File: src/rtl/bf_pkg.sv
// Shared definitions for the Bellman-Ford iteration sequencer.
// Holds the sequencer state encoding, the default graph geometry and
// datapath latency, and a constant-folding clog2 helper used to size
// address, pass and drain counters.
package bf_pkg;

    function automatic int clog2(input int value);
        int result;
        result = 0;
        for (int i = 0; i < 31; i++) begin
            if ((1 << i) < value) begin
                result = i + 1;
            end
        end
        return result;
    endfunction

    localparam int N_DEF      = 8;
    localparam int AW_DEF     = clog2(N_DEF);
    localparam int ITER_W_DEF = clog2(N_DEF);
    localparam int LAT_DEF    = 2;

    typedef enum logic [2:0] {
        ST_IDLE   = 3'd0,
        ST_SWEEP  = 3'd1,
        ST_DRAIN  = 3'd2,
        ST_DECIDE = 3'd3,
        ST_DONE   = 3'd4
    } state_t;

endpackage

File: src/rtl/bf_edge_counter.sv
// Nested source/destination counter walking the adjacency matrix in
// row-major order, self-edges included.
// Ports:
//   clk, rst_global  clock and synchronous active-low reset
//   clear            return both addresses to (0,0)
//   advance          step to the next edge; (N-1,N-1) wraps to (0,0)
//   src_addr         source node of the current edge
//   dst_addr         destination node of the current edge
//   last             current edge is (N-1,N-1)
module bf_edge_counter
    import bf_pkg::*;
#(
    parameter int N  = N_DEF,
    parameter int AW = AW_DEF
) (
    input  logic          clk,
    input  logic          rst_global,
    input  logic          clear,
    input  logic          advance,
    output logic [AW-1:0] src_addr,
    output logic [AW-1:0] dst_addr,
    output logic          last
);
    localparam logic [AW-1:0] LAST_IDX = AW'(N - 1);

    assign last = (src_addr == LAST_IDX) && (dst_addr == LAST_IDX);

    always_ff @(posedge clk) begin
        if (!rst_global || clear) begin
            src_addr <= '0;
            dst_addr <= '0;
        end else if (advance) begin
            if (dst_addr == LAST_IDX) begin
                dst_addr <= '0;
                src_addr <= (src_addr == LAST_IDX) ? '0 : src_addr + 1'b1;
            end else begin
                dst_addr <= dst_addr + 1'b1;
            end
        end
    end

endmodule

File: src/rtl/bf_iteration_sequencer.sv
// Pass sequencer for the 8x8 Bellman-Ford relaxation datapath. Each pass
// issues every (src,dst) edge once, waits out the datapath latency, then
// decides between another pass, convergence, or a negative cycle.
// Ports:
//   clk, rst_global  clock and synchronous active-low reset
//   start            begin a run (honoured only in IDLE or DONE)
//   stall            datapath back-pressure, holds the edge walk
//   relax_valid      relaxed is valid this cycle
//   relaxed          the returned edge improved a distance
//   src_addr         source node of the current edge
//   dst_addr         destination node of the current edge
//   edge_valid       current edge issued this cycle
//   iteration_done   one-cycle pulse at the end of each pass
//   finish           run complete, held until the next start
//   converged        last pass produced no update
//   neg_cycle        pass N-1 still produced an update
//   iter_count       index of the current pass
//
// state  | meaning
// IDLE   | waiting for start after reset
// SWEEP  | issuing edges, one per unstalled cycle
// DRAIN  | waiting LAT cycles for the last results to return
// DECIDE | end of pass: loop, converge or flag negative cycle
// DONE   | run finished, flags held, waiting for start
module bf_iteration_sequencer
    import bf_pkg::*;
#(
    parameter int N      = N_DEF,
    parameter int AW     = AW_DEF,
    parameter int ITER_W = ITER_W_DEF,
    parameter int LAT    = LAT_DEF
) (
    input  logic              clk,
    input  logic              rst_global,
    input  logic              start,
    input  logic              stall,
    input  logic              relax_valid,
    input  logic              relaxed,
    output logic [AW-1:0]     src_addr,
    output logic [AW-1:0]     dst_addr,
    output logic              edge_valid,
    output logic              iteration_done,
    output logic              finish,
    output logic              converged,
    output logic              neg_cycle,
    output logic [ITER_W-1:0] iter_count
);
    // Drain down-counter must hold LAT-1; keep at least one bit for LAT = 1.
    localparam int DW = (clog2(LAT) > 0) ? clog2(LAT) : 1;

    state_t        state;
    logic [DW-1:0] drain_cnt;
    logic          any_update;
    logic          run_start;
    logic          advance;
    logic          last;

    assign run_start      = start && ((state == ST_IDLE) || (state == ST_DONE));
    assign advance        = (state == ST_SWEEP) && !stall;
    assign edge_valid     = advance;
    assign iteration_done = (state == ST_DECIDE);
    assign finish         = (state == ST_DONE);

    bf_edge_counter #(
        .N  (N),
        .AW (AW)
    ) u_edge_counter (
        .clk        (clk),
        .rst_global (rst_global),
        .clear      (run_start),
        .advance    (advance),
        .src_addr   (src_addr),
        .dst_addr   (dst_addr),
        .last       (last)
    );

    always_ff @(posedge clk) begin
        if (!rst_global) begin
            state      <= ST_IDLE;
            drain_cnt  <= '0;
            any_update <= 1'b0;
            converged  <= 1'b0;
            neg_cycle  <= 1'b0;
            iter_count <= '0;
        end else begin
            case (state)
                ST_IDLE, ST_DONE: begin
                    if (start) begin
                        iter_count <= '0;
                        any_update <= 1'b0;
                        converged  <= 1'b0;
                        neg_cycle  <= 1'b0;
                        state      <= ST_SWEEP;
                    end
                end
                ST_SWEEP: begin
                    if (relax_valid && relaxed) begin
                        any_update <= 1'b1;
                    end
                    if (advance && last) begin
                        drain_cnt <= DW'(LAT - 1);
                        state     <= ST_DRAIN;
                    end
                end
                ST_DRAIN: begin
                    // The result of edge (N-1,N-1) lands in the final drain cycle.
                    if (relax_valid && relaxed) begin
                        any_update <= 1'b1;
                    end
                    if (drain_cnt == '0) begin
                        state <= ST_DECIDE;
                    end else begin
                        drain_cnt <= drain_cnt - 1'b1;
                    end
                end
                ST_DECIDE: begin
                    if (!any_update) begin
                        converged <= 1'b1;
                        state     <= ST_DONE;
                    end else if (iter_count == ITER_W'(N - 1)) begin
                        neg_cycle <= 1'b1;
                        state     <= ST_DONE;
                    end else begin
                        iter_count <= iter_count + 1'b1;
                        any_update <= 1'b0;
                        state      <= ST_SWEEP;
                    end
                end
                default: begin
                    state <= ST_IDLE;
                end
            endcase
        end
    end

endmodule

File: config.mk
export PLATFORM = sky130hd
export DESIGN_NAME = bf_iteration_sequencer
export DESIGN_NICKNAME = d
export VERILOG_FILES = /design/src/rtl/bf_pkg.sv /design/src/rtl/bf_edge_counter.sv /design/src/rtl/bf_iteration_sequencer.sv
export SDC_FILE = /design/constraint.sdc
export NUM_CORES = 1
export LEC_CHECK = 0
export BUFFER_PORTS_ARGS = -buffer_cell sky130_fd_sc_hd__buf_2
export CORE_UTILIZATION = 25
export CTS_BUF_LIST = sky130_fd_sc_hd__clkbuf_8 sky130_fd_sc_hd__clkbuf_16
export DETAILED_ROUTE_END_ITERATION = 10
export PLACE_DENSITY = 0.42
export SLEW_MARGIN = 0
export SYNTH_ARGS = -nofsm -noshare
export SYNTH_HDL_FRONTEND = slang
export SYNTH_HIERARCHICAL = 1
export SYNTH_SLANG_ARGS = --single-unit
File: constraint.sdc
create_clock -name clk -period 2.25 [get_ports clk]
set_input_delay 0.45 -clock clk [delete_from_list [all_inputs] [get_ports clk]]
set_output_delay 0.45 -clock clk [all_outputs]
set_load 0.05 [all_outputs]
# Yosys cells after proc, flatten, opt, wreduce, memory -nomap -nowiden
# Cells that the tools add are included.
# Widths: inputs -> output; s select.
# totals
out_inout_bits,14
ff_bits,16
# classes
n_mux,25
add_sub_neg,4
reduce_logical,22
n_eq_ne,15
# ops
op,count
$mux 3,10
$eq 3x3->1 const B,4
$pmux 3 s4,1
$add 3x1->3 const B,3
$mux 1,9
$reduce_and 3->1,3
$ne 2x1->1 const B,4
$ne 2x2->1 const B,4
$reduce_and 4->1,2
$eq 3x2->1 const B,2
$pmux 1 s2,3
$pmux 3 s2,1
$logic_and 1x1->1,5
$reduce_and 2->1,2
$reduce_bool 2->1,2
$reduce_or 2->1,2
$eq 3x1->1 const B,1
$logic_not 3->1,1
$pmux 1 s3,1
$reduce_bool 3->1,1
$logic_not 1->1,2
$logic_or 1x1->1,2
$sub 1x1->1 const B,1

# Depth between registers and ports, before layout
# Gate-level depths: netlist (run 1).
# logic_depth
ltp_word,5
depth_mapped,6

# Cells and area by module
# The synthesis (run 1) kept the hierarchy.
# by_module_without_submodules
module,area_per_inst_um2,seq_area_each_um2,cells_each,n_inst
bf_iteration_sequencer,614.3,200.2,66,1
bf_edge_counter,315.3,120.1,29,1

# Worst setup path before layout (run 1)
# OpenSTA, ideal clock, no wires.
# synth_path
path_kind,flip-flop to flip-flop
start,reg state[0]
end,reg u_edge_counter.dst_addr[0]
setup_ns,0.067
path_stages_with_launch,7
t_required_ns,2.183
path_buffers,2
arrival_time_ns,2.377
setup_slack_ns,-0.193
cell_sequence,dfxtp_1 -> buf_6 -> nand2b_1 -> nor3_1 -> buf_6 -> or3b_1 -> a21oi_2
# synth_between
elab_cells_between_ends,7
cone_classes,eq/ne: 2; reduce/logical: 5
# synth_rtl
element,line,text
start: declaration,bf_iteration_sequencer.sv:51,state_t state;
start signal: assignment,bf_iteration_sequencer.sv:79,state <= ST_IDLE;
start signal: assignment,bf_iteration_sequencer.sv:93,state <= ST_SWEEP;
start signal: assignment,bf_iteration_sequencer.sv:102,state <= ST_DRAIN;
$eq 3x1->1,bf_iteration_sequencer.sv:59,assign advance = (state == ST_SWEEP) && !stall;
$logic_and 1x1->1,bf_iteration_sequencer.sv:59,
named net edge_valid,bf_iteration_sequencer.sv:41,"output logic edge_valid,"
end signal: assignment,bf_edge_counter.sv:37,dst_addr <= dst_addr + 1'b1;
end: declaration,bf_edge_counter.sv:21,"output logic [AW-1:0] dst_addr,"
# The timed path passes the listed nets, and every way through them passes these cells.
# A chain may end at the register's enable or synchronous reset.

# Final worst setup path (run 1)
# layout_path
start,reg state[1]
end,out iteration_done
# layout_between
elab_chain_cells,1
# layout_lines
element,line,text
$eq 3x2->1,bf_iteration_sequencer.sv:61,assign iteration_done = (state == ST_DECIDE);
end: declaration,bf_iteration_sequencer.sv:42,"output logic iteration_done,"
# Every way passes these cells.

==> out/results.txt, run 1 <==
WP data required = 1.80 ns
Port Buf Inserts = 19
Worst reg2reg startpoint = u_edge_counter/dst_addr[0]$_SDFFE_PP0P_
Fin crit period = 1.923 ns
Htree depth = 1
Worst-path clk slew = 0.07 ns
Leakage = 0.4963 nW
# DRC = 0
Global-route wire length before repair = 3091 µm
Tcrit/Tclk final = 85.46%
Initial antenna violation count = 0
Grt ovf = 0
Layout cells sized above 1 = 29.20%
Number of warning messages in the yosys log = 6
F_max = 0.5200 GHz
Starting DRT DRC Count = 27
Slew HR = 69.74%
Fin Clk Skew = 0.001980 ns
Detail Placement HPWL = 1380 µm
Placed Area = 0.001041 mm²
Non-Filler Instances = 159
Drt total wl = 1813 µm
Seq cells post-synth = 16
Final setup viols = 0
DR pass1 iterations = 4
Layout Nets = 127
CTS hold repair buffers = 0
Routability cong. = 0.7023
Min-delay worst type = reg2reg
RSZ-0062 raised after global routing = no
Asr flop ratio synth = 0%
Antenna fix cells = 0
Synthesized Nets = 108
CP startpoint kind = flip-flop
Largest cells by area after synthesis = dfxtp_1 34%, ha_1 9.4%, buf_6 4.8%, nand2b_1 4.0%, a21oi_1 3.8%
CP endpoint kind = output pin
Area of the die = 0.003966 mm²
P&R area growth vs syn = 17.90%
Largest net degree at the start of global routing = 14
CTS resizes = 0
Status = complete, no violations
Total GRT Usage = 9.897%
CTS tree = yes
Worst path top cell family by delay = flip-flops
WP data arrival = 1.47 ns
WL per Instance = 11.40 µm
Hold Violations, Final = 0
CP startpoint = state[1]$_SDFFE_PN0P_
Mapped Cells = 95
Syn_area_per_cell = 9.786 µm²
Maximum vdd ir drop = 0.1305 mV
Worst setup path category = reg2out
Clock root cell = clkbuf_8
Slew Viols, Final = 0
Number of max-cap violations = 0
Main synth FF type = dfxtp_1
Total Neg Setup Slack = 0 ns
Via count = 748
CP max stage cell = dfxtp_1
CP max FO = 12
Final instance area = 0.001096 mm²
Vias in the first global route = 708
Cell Rows = 21
Power Density = 545.9 mW/mm²
Bufs and invs on worst path = 1
CTS sink cnt = 16
Register area share after synthesis = 34.45%
Postcts setup bufs = 0
Share of the synthesized area in the top cell type = 34.45%
Synth area leader = dfxtp_1
Layout fillers = 381
Detail Route Antenna Nets = 0
Worst skew pair latency = 0.25 ns
Hold path startpoint = converged$_SDFFE_PN0P_
Max incr delay on CP = 0.60 ns
Distinct cell type count after synthesis = 38
Placeable core area = 0.003442 mm²
Die width = 62.98 µm
Placed cells = 155
TritonCTS buffer count = 3
Die H = 62.98 µm
Worst-case clock buffer depth = 2
Post-Syn Area = 929.6 µm²
Vias per Instance = 4.704
Worst-Margin Slew = 0.4532 ns
Starting Density = 27.01%
CP Cell Sequence = and3b_1 -> buf_2
EDFF count, synth = 0
IO Count = 20
[report_power, final]
group	internal (W)	switching, W	total [W]
registers	0.000286	0.00000671	0.000293
clock network	0.000155	0.000103	0.000259
logic	0.0000176	0.0000291	0.0000467
total	0.000459	0.000139	0.000598
[sequential cells by signal (all words and copies together), names as in the netlist]
signal                   count
any_update                   1
converged                    1
drain_cnt                    1
iter_count                   3
neg_cycle                    1
state                        3
u_edge_counter/dst_addr      3
u_edge_counter/src_addr      3
[cells by family (layout without fill, tap and decap cells)]
logic type      Yosys count  in the layout  share of synthesized area, %
simple gates             31             31                         23.42
fa+ha+maj                 7              7                         9.421
mux                       3              3                         3.365
compound gates           26             26                         20.59
buf+inv                  11             29                         7.805
xor+xnor                  1              1                        0.9423
flops                    16             16                         34.46
[final timing paths]
check | end | slack [ns] | depth (start not counted)
setup / recovery | iteration_done | 0.33 | 2
hold / removal | converged$_SDFFE_PN0P_ | 0.49 | 2
setup reg to reg | state[1]$_SDFFE_PN0P_ | 0.54 | 6
hold reg to reg | converged$_SDFFE_PN0P_ | 0.49 | 2
[cells in the mapped netlist (3+ instances only)]
cell,instances
dfxtp_1,16
or3b_1,3
a21bo_2,3
nand2b_1,6
nand2_1,3
a21oi_1,7
nor2_1,3
buf_6,4
a21boi_1,3
o211ai_1,4
ha_1,7
inv_1,5
[cells in the final DEF, fill, tap and decap left out, types with 4 or more instances in the layout]
cell | Yosys | routed
clkbuf_8 | 0 | 4
nand2b_1 | 6 | 6
buf_2 | 1 | 19
inv_1 | 5 | 5
ha_1 | 7 | 7
o211ai_1 | 4 | 4
dfxtp_1 | 16 | 16
a21oi_1 | 7 | 7
[metal layers]
metal,global-route usage (%),up-vias,share of wire (%)
met5,0,-,0
met4,5.233,0,2.1
met3,2.555,5,5.6
met2,15.46,22,43
met1,12.32,341,49
li1,-,380,-
[layout make-up]
class / count / area (µm²) / area share [%]
Inverter: 5 / 18.77 / 1.712
Multi-Input combinational cell: 68 / 541.8 / 49.43
Clock buffer: 4 / 55.05 / 5.023
Sequential cell: 16 / 320.3 / 29.22
Timing Repair Buffer: 20 / 102.6 / 9.361
Tap cell: 46 / 57.56 / 5.251
[stage by stage]
stage / util (%) / hold slack [ns] / setup slack [ns] / total power, W
after floorplan: - / 0.4589 / 0.1538 / 0.0003385
after global placement: 30.24 / 0.4624 / 0.5822 / 0.0003476
after detailed placement: 30.24 / 0.4751 / 0.5329 / 0.0003465
after CTS: 31.84 / 0.5037 / 0.3134 / 0.0006113
after global routing: 31.84 / 0.5261 / 0.2341 / 0.0006270
final: 31.84 / 0.4915 / 0.3271 / 0.0005983
[tightest hold or removal path, stage by stage (launching register included)]
cell,delay (ns)
dfxtp_1,0.33
a21oi_1,0.04
nor2_1,0.09
Note: power is estimated with default switching activity, not from simulation.
==> run 2: changes to the inputs <==
CTS_BUF_LIST = sky130_fd_sc_hd__clkbuf_16   (was sky130_fd_sc_hd__clkbuf_8 sky130_fd_sc_hd__clkbuf_16)
==> run 2 against run 1 <==
  * Global-route usage stayed put
  * Critical path depth stayed put
  * Maximum frequency is 0.32% higher
  * Sequential share of layout area is 0.62 points lower
  * Register-to-register slack hardly changed
  * Clock power is 36% higher
  * Cell count stayed put
  * Worst hold slack worse by 0.0083 ns
  * Routed wire length is 0.11% higher
  * Count of clock-buffer cells in the layout is 1 lower
  * Die area stayed put
==> out/results.txt, run 2 (synthesis gave the netlist of run 1 again) <==
TritonCTS buffer count = 3
Port Buf Inserts = 19
Postcts setup bufs = 0
Initial antenna violation count = 0
Worst-path clk slew = 0.05 ns
FF+latch area = 320.3 µm²
CTS resizes = 0
CTS tree = yes
Vias per Instance = 4.692
P&R area growth vs syn = 20.46%
Die width = 62.98 µm
Worst-case clock buffer depth = 2
Fin crit period = 1.917 ns
Multi-input gate area = 541.8 µm²
WP data arrival = 1.47 ns
WP data required = 1.80 ns
Drt total wl = 1815 µm
Placed Area = 0.001041 mm²
Worst setup path category = reg2out
RSZ-0062 raised after global routing = no
IO Count = 20
Global-route wire length before repair = 3098 µm
Total Neg Setup Slack = 0 ns
CTS sink cnt = 16
Via count = 746
Starting Density = 27.01%
Tcrit/Tclk final = 85.19%
Largest net degree at the start of global routing = 14
Status = complete, no violations
Detail Route Antenna Nets = 0
CP max stage cell = dfxtp_1
CP Cell Sequence = and3b_1 -> buf_2
Vias in the first global route = 711
Total GRT Usage = 9.897%
Pre-CTS setup slack = 0.5329 ns
Cell Rows = 21
Max incr delay on CP = 0.60 ns
Layout fillers = 378
Most common cell after layout, fill and taps aside = buf_2
Leakage = 0.5060 nW
CTS hold repair buffers = 0
Min-delay worst type = reg2reg
# DRC = 0
Maximum vdd ir drop = 0.1930 mV
Worst skew pair latency = 0.25 ns
Area of the die = 0.003966 mm²
Most frequent cells in the layout = 19 x buf_2, 16 x dfxtp_1, 7 x a21oi_1, 7 x ha_1, 6 x nand2b_1
Detail Placement HPWL = 1380 µm
CP startpoint kind = flip-flop
Routability cong. = 0.7023
Placeable core area = 0.003442 mm²
Slew Viols, Final = 0
Number of max-cap violations = 0
Worst path top cell family by delay = flip-flops
DR pass1 iterations = 4
Die H = 62.98 µm
Slew HR = 69.54%
Grt ovf = 0
CP endpoint kind = output pin
Final setup viols = 0
Antenna fix cells = 0
Fin worst setup slack = 0.3332 ns
Worst-Margin Slew = 0.4563 ns
Bufs and invs on worst path = 1
WL per Instance = 11.42 µm
Power Density = 618.4 mW/mm²
Final instance area = 0.001120 mm²
Final core utilization = 32.53%
Fin Clk Skew = 0.001199 ns
Starting DRT DRC Count = 36
Layout cells sized above 1 = 28.32%
CP max FO = 12
F_max = 0.5217 GHz
Clock root cell = clkbuf_16
Layout Nets = 127
Hold Violations, Final = 0
Htree depth = 1
-- run 2: cell types whose count changed in the layout (fill, tap and decap cells not counted), sizes merged --
cell    before  now
clkbuf       4    3
clkinv       0    1
-- run 2: worst paths after layout --
path,from,to,slack (ns),cells past startpoint
max reg2reg,u_edge_counter/dst_addr[0]$_SDFFE_PP0P_,state[1]$_SDFFE_PN0P_,0.54,6
min reg2reg,converged$_SDFFE_PN0P_,converged$_SDFFE_PN0P_,0.48,2
min,converged$_SDFFE_PN0P_,converged$_SDFFE_PN0P_,0.48,2
max,state[1]$_SDFFE_PN0P_,iteration_done,0.33,2
-- run 2: worst reg2reg max path: cells and delay by family (launching register included) --
kind / cells / cell delay, ns
AND/OR/NAND/NOR: 3 / 0.52
multiplexers: 1 / 0.28
flip-flops: 1 / 0.32
adder cells (fa/ha/maj): 2 / 0.48
-- run 2: layer usage --
metal,part of all wire [%],track usage (%),up-vias
met1,48,12.32,344
met5,0,0,-
met3,5.5,3.102,4
met4,1.7,4.360,0
li1,-,-,378
met2,44,15.46,20
-- run 2: through the flow --
stage               hold WS (ns)  cells  total power (W)
finish                    0.4832    159        0.0006925
detailed placement        0.4751    155        0.0003465
floorplan                 0.4589     95        0.0003385
CTS                       0.4992    159        0.0007026
global route              0.5233    159        0.0007210
global placement          0.4624    155        0.0003476
-- run 2: layout make-up --
class,instances,share of cell area (%)
clock buffers,3,6.704
clock inverters,1,0.3352
inverters,5,1.676
multi-input cells,68,48.38
flip-flops and latches,16,28.60
well taps,46,5.140
repair buffers,20,9.162
-- run 2: where the power goes --
group / internal [W] / switching [W]
clock network: 0.000236 / 0.000116
logic: 0.0000176 / 0.0000291
registers: 0.000287 / 0.00000685
